===== src/rtl/ex_div_unit_pkg.sv =====
// Shared definitions for the EX-stage divider: datapath width, div_sel bit
// positions and op codes, FSM state encoding and a word-result helper.
// Optional feature macro used elsewhere in this slice: DIV_EARLY_OUT_EN.
package ex_div_unit_pkg;

    localparam int DIV_XLEN  = 64;
    localparam int DIV_CNT_W = 7;

    // div_sel bit positions
    localparam int SEL_UNS_BIT  = 0;
    localparam int SEL_REM_BIT  = 1;
    localparam int SEL_WORD_BIT = 2;

    // div_sel op codes (bit 2 set selects the W form)
    localparam logic [2:0] DIV_OP_DIV  = 3'b000;
    localparam logic [2:0] DIV_OP_DIVU = 3'b001;
    localparam logic [2:0] DIV_OP_REM  = 3'b010;
    localparam logic [2:0] DIV_OP_REMU = 3'b011;
    localparam logic [2:0] DIV_OP_WORD = 3'b100;

    typedef enum logic [1:0] {
        IDLE = 2'd0,
        CALC = 2'd1,
        DONE = 2'd2
    } div_state_e;

    // W-form results are the low word sign-extended from bit 31
    function automatic logic [DIV_XLEN-1:0] word_sext(input logic [DIV_XLEN-1:0] v);
        return {{(DIV_XLEN-32){v[31]}}, v[31:0]};
    endfunction

endpackage


===== src/rtl/div_special_chk.sv =====
// Operand preparation for the divider: W-form extension, operand signs,
// magnitudes, and the divide-by-zero / signed-overflow flags.
// With DIV_EARLY_OUT_EN defined it also flags |dividend| < |divisor|.
module div_special_chk
    import ex_div_unit_pkg::*;
#(
    parameter int XLEN = DIV_XLEN
) (
    input  logic [XLEN-1:0] src1_i,
    input  logic [XLEN-1:0] src2_i,
    input  logic [2:0]      div_sel_i,
    output logic [XLEN-1:0] a_ext_o,
    output logic [XLEN-1:0] abs_a_o,
    output logic [XLEN-1:0] abs_b_o,
    output logic            neg_a_o,
    output logic            neg_b_o,
    output logic            zero_o,
    output logic            ovf_o,
    output logic            early_o
);

    localparam logic [XLEN-1:0] MIN_X = {1'b1, {(XLEN-1){1'b0}}};
    localparam logic [XLEN-1:0] MIN_W = {{(XLEN-31){1'b1}}, {31{1'b0}}};

    logic            uns;
    logic            word;
    logic [XLEN-1:0] b_ext;

    // Extend W operands, derive signs and magnitudes, detect special cases
    always_comb begin
        uns  = div_sel_i[SEL_UNS_BIT];
        word = div_sel_i[SEL_WORD_BIT];
        if (word) begin
            a_ext_o = uns ? {{(XLEN-32){1'b0}}, src1_i[31:0]} : {{(XLEN-32){src1_i[31]}}, src1_i[31:0]};
            b_ext   = uns ? {{(XLEN-32){1'b0}}, src2_i[31:0]} : {{(XLEN-32){src2_i[31]}}, src2_i[31:0]};
        end else begin
            a_ext_o = src1_i;
            b_ext   = src2_i;
        end
        neg_a_o = ~uns & a_ext_o[XLEN-1];
        neg_b_o = ~uns & b_ext[XLEN-1];
        abs_a_o = neg_a_o ? -a_ext_o : a_ext_o;
        abs_b_o = neg_b_o ? -b_ext : b_ext;
        zero_o  = (b_ext == '0);
        ovf_o   = ~uns & (b_ext == '1) & (a_ext_o == (word ? MIN_W : MIN_X));
`ifdef DIV_EARLY_OUT_EN
        early_o = ~zero_o & (abs_a_o < abs_b_o);
`else
        early_o = 1'b0;
`endif
    end

endmodule


===== src/rtl/ex_div_unit.sv =====
// EX-stage iterative radix-2 restoring divider for DIV/DIVU/REM/REMU and
// their W forms. Holds the pipeline via stall_req_o until the result is
// valid, then presents it in DONE until hold_i releases.
// Handshake: the op is accepted in IDLE when div_en_i=1 and flush_i=0;
// div_valid_o is high only in DONE; the pipeline advances on a cycle with
// div_valid_o=1 and hold_i=0, which is also the last DONE cycle.
// Optional feature macro: DIV_EARLY_OUT_EN (skip iteration when
// |dividend| < |divisor|).
module ex_div_unit
    import ex_div_unit_pkg::*;
#(
    parameter int XLEN  = DIV_XLEN,
    parameter int CNT_W = DIV_CNT_W
) (
    input  logic            clk,
    input  logic            rst_n,
    input  logic            div_en_i,
    input  logic [2:0]      div_sel_i,
    input  logic [XLEN-1:0] src1_i,
    input  logic [XLEN-1:0] src2_i,
    input  logic            flush_i,
    input  logic            hold_i,
    output logic            stall_req_o,
    output logic            div_valid_o,
    output logic [XLEN-1:0] div_result_o
);

    div_state_e       state_q, state_d;
    logic [CNT_W-1:0] cnt_q, cnt_d;
    logic [XLEN-1:0]  quo_q, quo_d;
    logic [XLEN-1:0]  rem_q, rem_d;
    logic [XLEN-1:0]  dvsr_q, dvsr_d;
    logic [XLEN-1:0]  result_q, result_d;
    logic             rem_op_q, rem_op_d;
    logic             word_q, word_d;
    logic             q_neg_q, q_neg_d;
    logic             r_neg_q, r_neg_d;

    logic [XLEN-1:0]  a_ext, abs_a, abs_b;
    logic             neg_a, neg_b, zero_div, ovf, early;

    logic [XLEN:0]    rem_shift, trial;
    logic [XLEN-1:0]  rem_step, quo_step, q_fix, r_fix, calc_sel, calc_res;
    logic [XLEN-1:0]  spec_q, spec_r, spec_sel, spec_res;

    div_special_chk #(.XLEN(XLEN)) u_chk (
        .src1_i    (src1_i),
        .src2_i    (src2_i),
        .div_sel_i (div_sel_i),
        .a_ext_o   (a_ext),
        .abs_a_o   (abs_a),
        .abs_b_o   (abs_b),
        .neg_a_o   (neg_a),
        .neg_b_o   (neg_b),
        .zero_o    (zero_div),
        .ovf_o     (ovf),
        .early_o   (early)
    );

    // One restoring step plus the sign-fixed result of the final step
    always_comb begin
        rem_shift = {rem_q, quo_q[XLEN-1]};
        trial     = rem_shift - {1'b0, dvsr_q};
        rem_step  = trial[XLEN] ? rem_shift[XLEN-1:0] : trial[XLEN-1:0];
        quo_step  = {quo_q[XLEN-2:0], ~trial[XLEN]};
        q_fix     = q_neg_q ? -quo_step : quo_step;
        r_fix     = r_neg_q ? -rem_step : rem_step;
        calc_sel  = rem_op_q ? r_fix : q_fix;
        calc_res  = word_q ? word_sext(calc_sel) : calc_sel;
    end

    // Fixed results for zero divisor, signed overflow and early-out
    always_comb begin
        if (zero_div) begin
            spec_q = '1;
            spec_r = a_ext;
        end else if (ovf) begin
            spec_q = a_ext;
            spec_r = '0;
        end else begin
            spec_q = '0;
            spec_r = a_ext;
        end
        spec_sel = div_sel_i[SEL_REM_BIT] ? spec_r : spec_q;
        spec_res = div_sel_i[SEL_WORD_BIT] ? word_sext(spec_sel) : spec_sel;
    end

    // Next-state and datapath update; flush wins over every transition
    always_comb begin
        state_d  = state_q;
        cnt_d    = cnt_q;
        quo_d    = quo_q;
        rem_d    = rem_q;
        dvsr_d   = dvsr_q;
        result_d = result_q;
        rem_op_d = rem_op_q;
        word_d   = word_q;
        q_neg_d  = q_neg_q;
        r_neg_d  = r_neg_q;
        unique case (state_q)
            IDLE: begin
                if (div_en_i) begin
                    rem_op_d = div_sel_i[SEL_REM_BIT];
                    word_d   = div_sel_i[SEL_WORD_BIT];
                    q_neg_d  = neg_a ^ neg_b;
                    r_neg_d  = neg_a;
                    // W dividends sit in the top half so bit shifting starts at bit 31
                    quo_d    = div_sel_i[SEL_WORD_BIT] ? {abs_a[XLEN-33:0], 32'b0} : abs_a;
                    rem_d    = '0;
                    dvsr_d   = abs_b;
                    cnt_d    = div_sel_i[SEL_WORD_BIT] ? CNT_W'(32) : CNT_W'(XLEN);
                    if (zero_div || ovf || early) begin
                        result_d = spec_res;
                        state_d  = DONE;
                    end else begin
                        state_d  = CALC;
                    end
                end
            end
            CALC: begin
                quo_d = quo_step;
                rem_d = rem_step;
                cnt_d = cnt_q - CNT_W'(1);
                if (cnt_q == CNT_W'(1)) begin
                    result_d = calc_res;
                    state_d  = DONE;
                end
            end
            DONE: begin
                if (!hold_i) begin
                    state_d = IDLE;
                end
            end
            default: state_d = IDLE;
        endcase
        if (flush_i) begin
            state_d = IDLE;
        end
    end

    // State and datapath registers
    always_ff @(posedge clk or negedge rst_n) begin
        if (!rst_n) begin
            state_q  <= IDLE;
            cnt_q    <= '0;
            quo_q    <= '0;
            rem_q    <= '0;
            dvsr_q   <= '0;
            result_q <= '0;
            rem_op_q <= 1'b0;
            word_q   <= 1'b0;
            q_neg_q  <= 1'b0;
            r_neg_q  <= 1'b0;
        end else begin
            state_q  <= state_d;
            cnt_q    <= cnt_d;
            quo_q    <= quo_d;
            rem_q    <= rem_d;
            dvsr_q   <= dvsr_d;
            result_q <= result_d;
            rem_op_q <= rem_op_d;
            word_q   <= word_d;
            q_neg_q  <= q_neg_d;
            r_neg_q  <= r_neg_d;
        end
    end

    assign div_valid_o  = (state_q == DONE);
    assign stall_req_o  = div_en_i & ~div_valid_o;
    assign div_result_o = result_q;

endmodule


===== config.mk =====
export PLATFORM = sky130hd
export DESIGN_NAME = ex_div_unit
export DESIGN_NICKNAME = d
export VERILOG_FILES = /design/src/rtl/ex_div_unit_pkg.sv /design/src/rtl/div_special_chk.sv /design/src/rtl/ex_div_unit.sv
export SDC_FILE = /design/constraint.sdc
export NUM_CORES = 1
export LEC_CHECK = 0
export BUFFER_PORTS_ARGS = -buffer_cell sky130_fd_sc_hd__buf_2
export CORE_MARGIN = 2
export CORE_UTILIZATION = 45
export DETAILED_ROUTE_END_ITERATION = 10
export SLEW_MARGIN = 20
export SYNTH_ARGS = -nofsm -noshare
export SYNTH_HDL_FRONTEND = slang
export SYNTH_HIERARCHICAL = 1
export SYNTH_SLANG_ARGS = --single-unit

===== constraint.sdc =====
create_clock -name clk -period 12.4 [get_ports clk]
set_clock_uncertainty 0.1 [all_clocks]
set_input_delay 1.86 -clock clk [delete_from_list [all_inputs] [get_ports clk]]
set_output_delay 1.86 -clock clk [all_outputs]
set_load 0.03 [all_outputs]

==> metrics.md <==
| Metric | Value |
|---|---|
| CP Launch Type | `register` |
| Worst-margin pin slew | `1.26 ns` |
| Clock Tree Root | `clkbuf_16` |
| Fillers | `6015` |
| Hold-fix buffers, CTS | `0` |
| CP Data Arrival Time | `7.48 ns` |
| Setup Crit Path Kind | `reg2reg` |
| Post-synth top cells | `nand2_1 (420), o21ai_0 (350), nor2_1 (298)` |
| Clk_lat worst skew | `0.56 ns` |
| Hpwl dp | `88.1 mm` |
| First-pass DRT Iterations | `6` |
| GRT overflow | `0` |
| WP data required | `12.73 ns` |
| Slowest cell delay on critical path | `0.62 ns` |
| First-pass GRT wire length | `170 mm` |
| Hold crit path type | `reg2reg` |
| Mapped Cells | `3631` |
| Pwr dens | `roughly 130 nW/um^2` |
| Layout area overhead | `8.35%` |
| Max Cap Viol | `0` |
| Clk slew on worst S/H paths | `0.07 ns` |
| Asr flop ratio synth | `1.00` |
| Worst path slowest cell | `inv_4` |
| 1st-iter DRT viols | `3719` |
| Final hold violations | `0` |
| Post-CTS Repair Setup Buffers | `0` |
| Multiplexer share of the synthesized area | `0.0257` |
| Vias per std cell | `6.59` |
| CTS sink count | `between 200 and 300` |
| Slew HR | `0.152` |
| Top-count cell post-synth | `nand2_1` |
| GRT Util Overall | `0.356` |
| Cell chain of the critical path | `ha_1 > nand2_1 > nor4_1 > nand2_1 > a211oi_2 > o2111ai_1 > o211a_4 > inv_4 > nor2_1 > a21oi_1 > ha_1 > nand3b_1 > nor2_1 > nand3_1 > or3b_2 > nor4_1 > a41o_1 > nand3_1 > o41ai_1 > xnor2_1 > a21oi_1 > a221o_1` |
| Post-layout min period | `between 7 and 8 ns` |
| Top post-synthesis cells by area | `dfrtp_1 (25%), o21ai_0 (6.5%), nand2_1 (5.8%), xor2_1 (4.5%), xnor2_1 (4.4%)` |
| Io pins | `202` |
| CP endpoint kind | `register` |
| Initial core utilization | `0.456` |
| Avg Synthesized Cell Area | `around 7.4 um^2` |
| Antenna violations before repair | `8` |
| Final period util | `0.577` |
| CTS Buf Count | `35` |
| Compound-gate portion of the synthesized area | `0.293` |
| Synth top area share | `0.250` |
| H-tree depth | `2` |
| Largest family of logic cells by synthesized area | `compound AO/OA/AOI/OAI gates` |
| Setup TNS | `0 ns` |
| Synth Area in Simple Gates | `0.243` |
| Adder-cell area share of the yosys netlist | `0.0337` |
| # nets final | `3834` |
| Synthesis-stage register bit count | `about 270` |
| Max-slew violations | `0` |
| Share of cells above drive strength 1 | `0.104` |
| Syn. warnings | `6` |
| Core area | `approximately 59000 um^2` |
| Placement-stage cell area | `28000 um^2` |
| Kind of cell adding the most delay to the critical path | `simple AND/OR/NAND/NOR gates` |
| # setup viols final | `0` |
| Post-synth EDFFs | `0` |
| Yosys top cell by area | `dfrtp_1` |
| Max FO, Critical Path | `77` |
| Post-Synth XOR/XNOR Area | `0.0905` |
| # DRC | `0` |
| Worst Path Buf+Inv | `1` |
| Drt total wl | `115 mm` |
| CTS tree | `built` |
| Synthesized net count | `about 3800` |
| Number of global-route vias before repair | `26200` |
| Fin util | `0.494` |
| Vert. Die Dim | `249 um` |
| Leakage power | `12.3 nW` |
| Largest net degree at the start of global routing | `120` |
| Clock buffer depth | `3` |
| Final worst-path setup slack | `between 5 and 6 ns` |
| RSZ-0062 raised after global routing | `false` |
| Seq/Total Area, Yosys | `0.250` |
| Synthesized area | `27000 um^2` |
| Status | `finished, final reports clean` |
| Post_cts resized | `0` |
| Post-synth top flop | `dfrtp_1` |
| FP Rows | `89` |
| RePlAce Congestion | `1.01` |
| Post-route ant nets | `0` |
| Design area | `29200 um^2` |
| Peak VDD IR | `0.000107 V` |
| Pre-CTS setup slack | `5.40 ns` |
| Vias | `29200` |
| Die X | `249 um` |
| WL/cell | `about 26 um` |
| Die ar. | `61900 um^2` |
| Reg-to-reg setup timing slack | `around 5.3 ns` |
| Synth cell types | `approximately 110` |
| PortBufs | `~200` |
| Highest Clock Rate | `140 MHz` |
==> stage by stage <==
| step | power, mW | cells | hold WS, ns |
|---|---|---|---|
| after floorplan | 2.27 | 3631 | 0.350 |
| after global placement | 2.82 | 4361 | 0.362 |
| after detailed placement | 2.82 | 4361 | 0.360 |
| after CTS | 3.89 | 4424 | 0.373 |
| after global routing | 4.11 | 4425 | 0.395 |
| final | 3.94 | 4428 | 0.370 |
==> worst register-to-register path: stages, from the launching register on <==
cell	delay (ns)
dfrtp_1	0.45
ha_1	0.47
nand2_1	0.21
nor4_1	0.58
nand2_1	0.15
a211oi_2	0.46
o2111ai_1	0.18
o211a_4	0.32
inv_4	0.63
nor2_1	0.15
a21oi_1	0.29
ha_1	0.32
nand3b_1	0.12
nor2_1	0.29
nand3_1	0.15
or3b_2	0.52
nor4_1	0.19
a41o_1	0.23
nand3_1	0.19
o41ai_1	0.48
xnor2_1	0.18
a21oi_1	0.09
a221o_1	0.28
==> worst paths after layout <==
path	startpoint	depth (start not counted)	end
worst max-delay path	rem_q[30]	22	div_result_o[54]
worst min-delay path	div_result_o[24]	2	div_result_o[24]
worst max register to register	rem_q[30]	22	div_result_o[54]
worst min register to register	div_result_o[24]	2	div_result_o[24]
max in group asynchronous	rst_n	3	quo_q[30]
min in group asynchronous	rst_n	1	rem_q[63]
==> flip-flops by register name (all words and copies together), names as in the netlist <==
name,flops
q_neg_q,1
dvsr_q,64
rem_op_q,1
div_result_o,64
cnt_q,7
r_neg_q,1
state_q,2
quo_q,64
rem_q,64
word_q,1
==> cells by family after synthesis <==
kind of cell    after synthesis
mux                          69
xor+xnor                    278
compound gates             1202
fa+ha+maj                    72
buf+inv                     395
simple gates               1345
flops                       269
other cells                   1
==> where the power goes <==
part           leakage (nW)  total [mW]  switching, mW  internal (mW)
Combinational          8.25        1.67           1.14          0.525
Clock                 0.576        1.06          0.436          0.624
Sequential             3.48        1.21          0.173           1.03
Total                  12.3        3.94           1.75           2.18
==> per-layer routing <==
metal / track usage / up-vias / wire, um / part of all wire
met5: 0 / - / 30 / 0.00026
met3: 0.0835 / 229 / 12700 / 0.11
met1: 0.514 / 14000 / 49800 / 0.43
li1: - / 13300 / - / -
met2: 0.522 / 1673 / 48200 / 0.42
met4: 0.109 / 4 / 4170 / 0.036
==> placed cells by master, fill, tap and decap left out, types with 11 or more instances in the layout <==
| master | n |
|---|---|
| a211oi_1 | 46 |
| a21o_1 | 52 |
| a21oi_1 | 233 |
| a221o_1 | 46 |
| a221oi_1 | 34 |
| a22oi_1 | 71 |
| a31oi_1 | 41 |
| and2_1 | 23 |
| and3_1 | 15 |
| and4_1 | 19 |
| buf_2 | 199 |
| buf_4 | 33 |
| clkbuf_16 | 35 |
| dfrtp_1 | 267 |
| ha_1 | 71 |
| inv_1 | 115 |
| mux2i_1 | 66 |
| nand2_1 | 420 |
| nand2b_1 | 89 |
| nand3_1 | 120 |
| nand3b_1 | 12 |
| nand4_1 | 55 |
| nor2_1 | 296 |
| nor2b_1 | 13 |
| nor3_1 | 90 |
| nor4_1 | 55 |
| o2111ai_1 | 11 |
| o211ai_1 | 35 |
| o21a_1 | 20 |
| o21ai_0 | 348 |
| o21ai_1 | 34 |
| o31a_1 | 12 |
| o31ai_1 | 75 |
| o41ai_1 | 26 |
| or2_2 | 16 |
| or3_1 | 47 |
| or4_1 | 24 |
| xnor2_1 | 137 |
| xor2_1 | 139 |
==> final cells by class <==
class                           instances  area (um^2)  share of cell area
Multi-Input combinational cell       2967        18600               0.637
Sequential cell                       269         6740               0.230
Timing Repair Buffer                  235         1300              0.0444
Clock buffer                           51         1040              0.0354
Tap cell                              773          967              0.0331
Inverter                              118          445              0.0152
Clock inverter                         12          128             0.00437
Antenna cell                            3         7.51            0.000257
(Power assumes the default switching activity.)
